===== src/rtl/mc_pkg.sv =====
// Shared types and encodings for the multi-cycle control FSM.
// TRAP state exists only when MC_ILLEGAL_TRAP_EN is defined.
package mc_pkg;

  typedef enum logic [3:0] {
    ST_RESET,
    ST_FETCH,
    ST_DECODE,
    ST_MEM_ADDR,
    ST_MEM_READ,
    ST_MEM_WB,
    ST_MEM_WRITE,
    ST_EXEC_R,
    ST_ALU_WB,
    ST_BRANCH
`ifdef MC_ILLEGAL_TRAP_EN
    , ST_TRAP
`endif
  } state_t;

  localparam logic [6:0] OP_LOAD   = 7'b0000011;
  localparam logic [6:0] OP_STORE  = 7'b0100011;
  localparam logic [6:0] OP_RTYPE  = 7'b0110011;
  localparam logic [6:0] OP_BRANCH = 7'b1100011;

  localparam logic [1:0] ALUOP_ADD   = 2'b00;
  localparam logic [1:0] ALUOP_SUB   = 2'b01;
  localparam logic [1:0] ALUOP_FUNCT = 2'b10;

  localparam logic [1:0] SRC_A_PC    = 2'b00;
  localparam logic [1:0] SRC_A_OLDPC = 2'b01;
  localparam logic [1:0] SRC_A_REG   = 2'b10;

  localparam logic [1:0] SRC_B_REG  = 2'b00;
  localparam logic [1:0] SRC_B_FOUR = 2'b01;
  localparam logic [1:0] SRC_B_IMM  = 2'b10;

endpackage


===== src/rtl/mc_retire_counter.sv =====
// Wrapping retired-instruction counter with increment enable.
// Async active-low reset clears the count.
module mc_retire_counter #(
  parameter int CNT_W = 32
) (
  input  logic             clk,
  input  logic             rst_n,
  input  logic             inc,
  output logic [CNT_W-1:0] count
);

  always_ff @(posedge clk or negedge rst_n) begin
    if (!rst_n)
      count <= '0;
    else if (inc)
      count <= count + 1'b1;
  end

endmodule


===== src/rtl/multicycle_control.sv =====
// Main control FSM for the multi-cycle RV32I subset core.
// Define MC_ILLEGAL_TRAP_EN to trap on unknown opcodes.
module multicycle_control
  import mc_pkg::*;
#(
  parameter int CNT_W = 32
) (
  input  logic             clk,
  input  logic             rst_n,
  input  logic [6:0]       opcode,
  input  logic             mem_ready,
  output logic             pc_write,
  output logic             pc_write_cond,
  output logic             i_or_d,
  output logic             mem_read,
  output logic             mem_write,
  output logic             ir_write,
  output logic             mem_to_reg,
  output logic             reg_write,
  output logic             pc_source,
  output logic [1:0]       alu_src_a,
  output logic [1:0]       alu_src_b,
  output logic [1:0]       alu_op,
  output logic             retired,
  output logic [CNT_W-1:0] instr_count,
  output logic             illegal_insn
);

  state_t state, state_nx;
  logic   rel_q;

  // RESET is held one extra cycle after release.
  always_ff @(posedge clk or negedge rst_n) begin
    if (!rst_n) begin
      state <= ST_RESET;
      rel_q <= 1'b0;
    end else begin
      state <= state_nx;
      rel_q <= 1'b1;
    end
  end

  always_comb begin
    state_nx      = state;
    pc_write      = 1'b0;
    pc_write_cond = 1'b0;
    i_or_d        = 1'b0;
    mem_read      = 1'b0;
    mem_write     = 1'b0;
    ir_write      = 1'b0;
    mem_to_reg    = 1'b0;
    reg_write     = 1'b0;
    pc_source     = 1'b0;
    alu_src_a     = SRC_A_PC;
    alu_src_b     = SRC_B_REG;
    alu_op        = ALUOP_ADD;
    retired       = 1'b0;
    illegal_insn  = 1'b0;
    unique case (state)
      ST_RESET: begin
        if (rel_q)
          state_nx = ST_FETCH;
      end
      ST_FETCH: begin
        mem_read  = 1'b1;
        alu_src_a = SRC_A_PC;
        alu_src_b = SRC_B_FOUR;
        alu_op    = ALUOP_ADD;
        if (mem_ready) begin
          ir_write = 1'b1;
          pc_write = 1'b1;
          state_nx = ST_DECODE;
        end
      end
      ST_DECODE: begin
        alu_src_a = SRC_A_OLDPC;
        alu_src_b = SRC_B_IMM;
        unique case (1'b1)
          (opcode == OP_LOAD),
          (opcode == OP_STORE):  state_nx = ST_MEM_ADDR;
          (opcode == OP_RTYPE):  state_nx = ST_EXEC_R;
          (opcode == OP_BRANCH): state_nx = ST_BRANCH;
`ifdef MC_ILLEGAL_TRAP_EN
          default:               state_nx = ST_TRAP;
`else
          default:               state_nx = ST_FETCH;
`endif
        endcase
      end
      ST_MEM_ADDR: begin
        alu_src_a = SRC_A_REG;
        alu_src_b = SRC_B_IMM;
        state_nx  = (opcode == OP_STORE) ? ST_MEM_WRITE
                                         : ST_MEM_READ;
      end
      ST_MEM_READ: begin
        mem_read = 1'b1;
        i_or_d   = 1'b1;
        if (mem_ready)
          state_nx = ST_MEM_WB;
      end
      ST_MEM_WB: begin
        reg_write  = 1'b1;
        mem_to_reg = 1'b1;
        retired    = 1'b1;
        state_nx   = ST_FETCH;
      end
      ST_MEM_WRITE: begin
        mem_write = 1'b1;
        i_or_d    = 1'b1;
        if (mem_ready) begin
          retired  = 1'b1;
          state_nx = ST_FETCH;
        end
      end
      ST_EXEC_R: begin
        alu_src_a = SRC_A_REG;
        alu_src_b = SRC_B_REG;
        alu_op    = ALUOP_FUNCT;
        state_nx  = ST_ALU_WB;
      end
      ST_ALU_WB: begin
        reg_write = 1'b1;
        retired   = 1'b1;
        state_nx  = ST_FETCH;
      end
      ST_BRANCH: begin
        alu_src_a     = SRC_A_REG;
        alu_src_b     = SRC_B_REG;
        alu_op        = ALUOP_SUB;
        pc_write_cond = 1'b1;
        pc_source     = 1'b1;
        retired       = 1'b1;
        state_nx      = ST_FETCH;
      end
`ifdef MC_ILLEGAL_TRAP_EN
      ST_TRAP: begin
        illegal_insn = 1'b1;
      end
`endif
      default: state_nx = ST_RESET;
    endcase
  end

  mc_retire_counter #(
    .CNT_W(CNT_W)
  ) u_cnt (
    .clk  (clk),
    .rst_n(rst_n),
    .inc  (retired),
    .count(instr_count)
  );

endmodule


===== config.mk =====
export PLATFORM = sky130hd
export DESIGN_NAME = multicycle_control
export DESIGN_NICKNAME = d
export VERILOG_FILES = /design/src/rtl/mc_pkg.sv /design/src/rtl/mc_retire_counter.sv /design/src/rtl/multicycle_control.sv
export SDC_FILE = /design/constraint.sdc
export NUM_CORES = 1
export LEC_CHECK = 0
export ABC_AREA = 0
export BUFFER_PORTS_ARGS = -buffer_cell sky130_fd_sc_hd__buf_2
export CAP_MARGIN = 10
export CORE_ASPECT_RATIO = 2
export CORE_MARGIN = 1.5
export CORE_UTILIZATION = 47
export DETAILED_ROUTE_END_ITERATION = 10
export PLACE_DENSITY = 0.77
export SYNTH_ARGS = -nofsm -noshare
export SYNTH_HDL_FRONTEND = slang
export SYNTH_SLANG_ARGS = --single-unit

===== constraint.sdc =====
create_clock -name clk -period 3.69 [get_ports clk]
set_input_delay 0 -clock clk [delete_from_list [all_inputs] [get_ports clk]]
set_output_delay 0 -clock clk [all_outputs]
set_load 0.05 [all_outputs]

# Yosys cells after proc, flatten, opt, wreduce, memory -nomap -nowiden
# Index checks and enable logic that the tools add are counted.
dict set report totals {
  ff_bits 37
  latch_bits 0
  mem_bits_rw 0
  rom_bits 0
  out_inout_bits 49
  elab_cells 49
  n_memories 0
}
dict set report op_classes {
  n_addsub 1
  mul 0
  div 0
  order_cmp 0
  eq_ne 17
  shift 0
  n_mux 19
  bitwise_logic 0
  reduce_logical 9
}
# operator count
set op_table {}
lappend op_table {{32-bit by 1-bit adder with 32-bit output (second input constant)} 1}
lappend op_table {{4-bit case mux with 8 select lines} 1}
lappend op_table {{4-bit by 3-bit equality test with 1-bit output (second input constant)} 4}
lappend op_table {{4-bit two-way mux} 4}
lappend op_table {{7-bit by 6-bit equality test with 1-bit output (second input constant)} 2}
lappend op_table {{2-bit case mux with 2 select lines} 3}
lappend op_table {{4-bit case mux with 3 select lines} 1}
lappend op_table {{2-bit OR reduction} 5}
lappend op_table {{4-bit by 2-bit equality test with 1-bit output (second input constant)} 2}
lappend op_table {{4-bit equality test (second input constant)} 2}
lappend op_table {{1-bit two-way mux} 8}
lappend op_table {{2-bit inequality test (second input constant)} 4}
lappend op_table {{7-bit by 2-bit equality test with 1-bit output (second input constant)} 1}
lappend op_table {{7-bit equality test (second input constant)} 1}
lappend op_table {{3-bit OR reduction} 2}
lappend op_table {{4-bit by 1-bit equality test with 1-bit output (second input constant)} 1}
lappend op_table {{4-bit zero test} 1}
lappend op_table {{4-bit AND reduction} 1}
lappend op_table {{2-bit two-way mux} 1}
lappend op_table {{1-bit case mux with 2 select lines} 1}

# Logic depth before layout (Yosys ltp)
dict set report depth {
  depth_word 4
  ltp_mapped 8
  ltp_nobuf 7
}

# By module
# From an unflattened synthesis, not the netlist that was laid out.
dict set report unflattened {
  cells_unflattened 189
  hier_area_um2 2000.7
}
# module n_inst cells_per_inst area_each_um2 seq_area_each_um2
set by_module_without_submodules {}
lappend by_module_without_submodules {mc_retire_counter 1 123 1448.9 800.8}
lappend by_module_without_submodules {multicycle_control 1 66 551.8 125.1}

# Least setup slack after synthesis
# Ideal clock, no wire load.
dict set report synth_timing {
  path_type {register to output}
  startpoint {reg state[1]}
  endpoint {out alu_op[0]}
  arrival_ns 2.402
  t_required_ns 3.690
  setup_slack_ns 1.288
  stages_incl_launch_ff 5
  n_path_buf 2
  path_cell_list {dfrtp_1 clkbuf_1 nand2b_1 nor3b_1 buf_4}
}
dict set report synth_via {
  elab_chain_cells 2
  word_cells_on_any_way 3
}
# element line
set synth_lines {}
lappend synth_lines {{start, declared} multicycle_control.sv:29} ;# state_t state, state_nx;
lappend synth_lines {{start signal, assigned} multicycle_control.sv:38} ;# state <= state_nx;
lappend synth_lines {{4-bit equality test / 4-bit by 3-bit equality test with 1-bit output (equally long branches)} multicycle_control.sv:59} ;# unique case (state)
lappend synth_lines {{2-bit case mux with 2 select lines (*)} multicycle_control.sv:59}
lappend synth_lines {{end, declared} multicycle_control.sv:23} ;# output logic [1:0] alu_op,
# Every way passes the cells marked *; elsewhere a longest branch is shown, timed or not.

# Worst setup path in the final report
dict set report layout_timing {
  startpoint {reg state[0]}
  endpoint {reg u_cnt.count[29]}
}
dict set report layout_via {
  elab_chain_cells 3
  word_cells_on_any_way 6
}
# element line
set layout_lines {}
lappend layout_lines {{4-bit equality test / 4-bit by 3-bit equality test with 1-bit output (equally long branches)} multicycle_control.sv:59}
lappend layout_lines {{3-bit OR reduction (no line)} -}
lappend layout_lines {{1-bit case mux with 2 select lines (*)} multicycle_control.sv:59}
lappend layout_lines {{end signal, assigned} mc_retire_counter.sv:16} ;# count <= count + 1'b1;
lappend layout_lines {{end, declared} mc_retire_counter.sv:9} ;# output logic [CNT_W-1:0] count
# Marked as above.
# A chain may end at the register's enable or synchronous reset.

==> flow_summary.toml <==
[synthesis]
synth-main-ff-cell = "dfrtp_1"
ys_types = 39
synth_nets = 212
synth_cells = 201
synth_xor_area_share_pct = 14.26
synth_compound_area_share_pct = 4.583
yosys_warnings = 0
synth_top_family_by_area = "simple AND/OR/NAND/NOR gates"
synth_edf_count = 0
synthSimpleGateAreaFrac_pct = 26.80
synthAdderAreaFrac_pct = 0.6365
synthArstFlopShare_pct = 100.0
ys_seq_elements = 37
syn_area_um2 = 1966
seq_area_frac_synth_pct = 47.10
syn_area_per_cell_um2 = 9.779
synthMuxAreaShare_pct = 0.5729

[min_path]
hold_depth = 2
min_to = "state[1]"
worstHoldStart = "mem_ready"
hold_class = "in2reg"

[grt]
grtUsageTotal_pct = 20.62
antenna_found_initial = 0
grt_max_degree = 38
grt_pass1_wl_mm = 7.472
grt_overflow = 0
grt_pass1_vias = 1627

[sta]
fin_ws_ps = 1394
fin_skew_ps = 8.661
max_freq_mhz = 435.5
tns_ps = 0
rsz0062_at_grt = "false"
fin_crit_ps = 2296
finalHoldViolCount = 0
tightest_slew_ps = 814.0
drv_slew = 0
finalCritPeriodShare_pct = 62.23
slew_headroom_pct = 45.73
final-setup-viol-count = 0

[setup_path]
crit_fanout = 16
critical_path_class = "reg2reg"
start_kind = "flip-flop"
required_ps = 3910
worstPathArrival_ps = 2510
reg2reg_depth = 5
timing.rr.end = "u_cnt.count[29]"
r2r-start = "state[0]"
worstSetupEndpointType = "flip-flop"
r2r_slack_ps = 1390

[detailed_routing]
vias = 1654
drt_pre_antenna_iters = 4
antenna_left = 0
post_drt_via_cell_ratio = 5.370
wire_per_inst_um = 14.07
initialDrtViolationCount = 25
remaining_drc_errors = 0
wl_mm = 4.334

[finish]
insertedDiodeCount = 0
stdcell_count = 308
fin_nets = 266
layout_common_cells = "buf_2 (57), dfrtp_1 (37), nor2_1 (22)"
layout-drive-gt1-share_pct = 28.52
synthToLayoutAreaGrowth_pct = 21.01
final_common_cell = "buf_2"

[pwr]
p_per_area_nw_per_um2 = 606.4
vdd_ir_drop_max_mv = 0.5691
leakage_uw = 0.001283

[floorplan]
rows = 33
die-height_um = 94.46
die-area_um2 = 4603
die_x_um = 48.73
ioPinCount = 59
initial_utilization_pct = 48.58
coreArea_um2 = 4046

[cts]
cts_tree = "built"
cts_buffers = 5
post-cts-setup-buffers = 0
root_buffer = "clkbuf_8"
cts_sinks = 37
h-tree-depth = 2
cts.clk_slew.worst_paths_ps = 80
cts_max_path_buffers = 2
clock_latency_ps = 290

[placement]
place_ws_ps = 1444
globalplace.congestion = 0.7714
placed_cells = 298
dp_hpwl_mm = 3.250
portBuffers = 57

[outcome]
status = "complete, no violations"

[run]
drv_cap = 0
stage by stage:
step	cell area, um2	total power, uW	hold WS [ps]	utilization (%)
floorplan	1966	978.8	-295.6	-
global placement	2238	1075	132.4	55.32
detailed placement	2238	1083	145.4	55.32
CTS	2379	1454	3.112	58.78
global route	2379	1514	5.180	58.78
finish	2379	1442	18.51	58.78
cell type report:
cell class | count | area [um2]
fillers | 392 | 1668
multi-input cells | 143 | 928.4
flip-flops and latches | 37 | 925.9
repair buffers | 59 | 305.3
clock buffers | 6 | 82.58
well taps | 52 | 65.06
clock inverters | 2 | 37.54
inverters | 9 | 33.78
state kept, by name, indices dropped and copies added (netlist names):
signal,cells
rel_q,1
state,4
u_cnt.count,32
critical path, stage by stage, from the launching register on:
cell and delay (ps):
dfrtp_1 650, nor2b_1 290, a221o_1 500, nand4_4 280, nor4_4 350, xor2_1 160
cells in the mapped netlist (all sizes together), types with 2 or more instances:
| master | number | area, um2 |
|---|---|---|
| nand3 | 9 | 45.04 |
| a21oi | 3 | 15.01 |
| nor4 | 3 | 40.04 |
| nand4 | 10 | 92.59 |
| o22ai | 2 | 12.51 |
| inv | 9 | 33.78 |
| nand2 | 15 | 56.30 |
| and2 | 3 | 18.77 |
| nor3 | 15 | 75.07 |
| nand2b | 3 | 18.77 |
| o21ai | 3 | 15.01 |
| and3 | 3 | 18.77 |
| conb | 2 | 7.510 |
| clkbuf | 4 | 15.01 |
| and2b | 2 | 15.01 |
| buf | 8 | 62.56 |
| nor3b | 3 | 22.52 |
| nor2b | 3 | 21.27 |
| dfrtp | 37 | 925.9 |
| nor2 | 22 | 82.58 |
| xnor2 | 11 | 96.34 |
| xor2 | 21 | 183.9 |
where the power goes:
part	switching (uW)	internal [uW]	total (uW)	leakage, uW
Combinational	395	146	541	0.000748
Clock	146	220	366	0.0000574
Sequential	92.3	443	535	0.000478
cell families (layout without fill, tap and decap cells):
family	count (synthesis)	count (layout)
compound gates	14	14
flops	37	37
fa+ha+maj	1	1
buf+inv	21	76
simple gates	93	93
mux	1	1
other cells	2	2
xor+xnor	32	32
per-layer routing:
layer  track usage [%]  vias up  routed length, um
li1                  -      776                  -
met1             23.05      797               1603
met2             38.13       72               2397
met3             2.848        9                227
met4             9.286        0                105
met5                 0        -                  0
how the worst max path moves through the flow:
stage          startpoint         endpoint  slack [ps]  cells after the start
2_1_floorplan    state[1]        alu_op[0]        1290                      4
3_3_place_gp     state[1]  u_cnt.count[31]        1570                      7
3_5_place_dp     state[0]  u_cnt.count[29]        1440                      5
4_1_cts          state[0]  u_cnt.count[29]        1430                      5
5_1_grt          state[0]  u_cnt.count[27]        1190                      5
6_report         state[0]  u_cnt.count[29]        1390                      5
timing repair:
item	in CTS	in global routing
hold buffers	2	0
endpoints found under the hold margin	38	0
setup endpoints to repair	0	0
gates resized for setup	0	0
No activity file was read; power rests on OpenSTA's default activity.
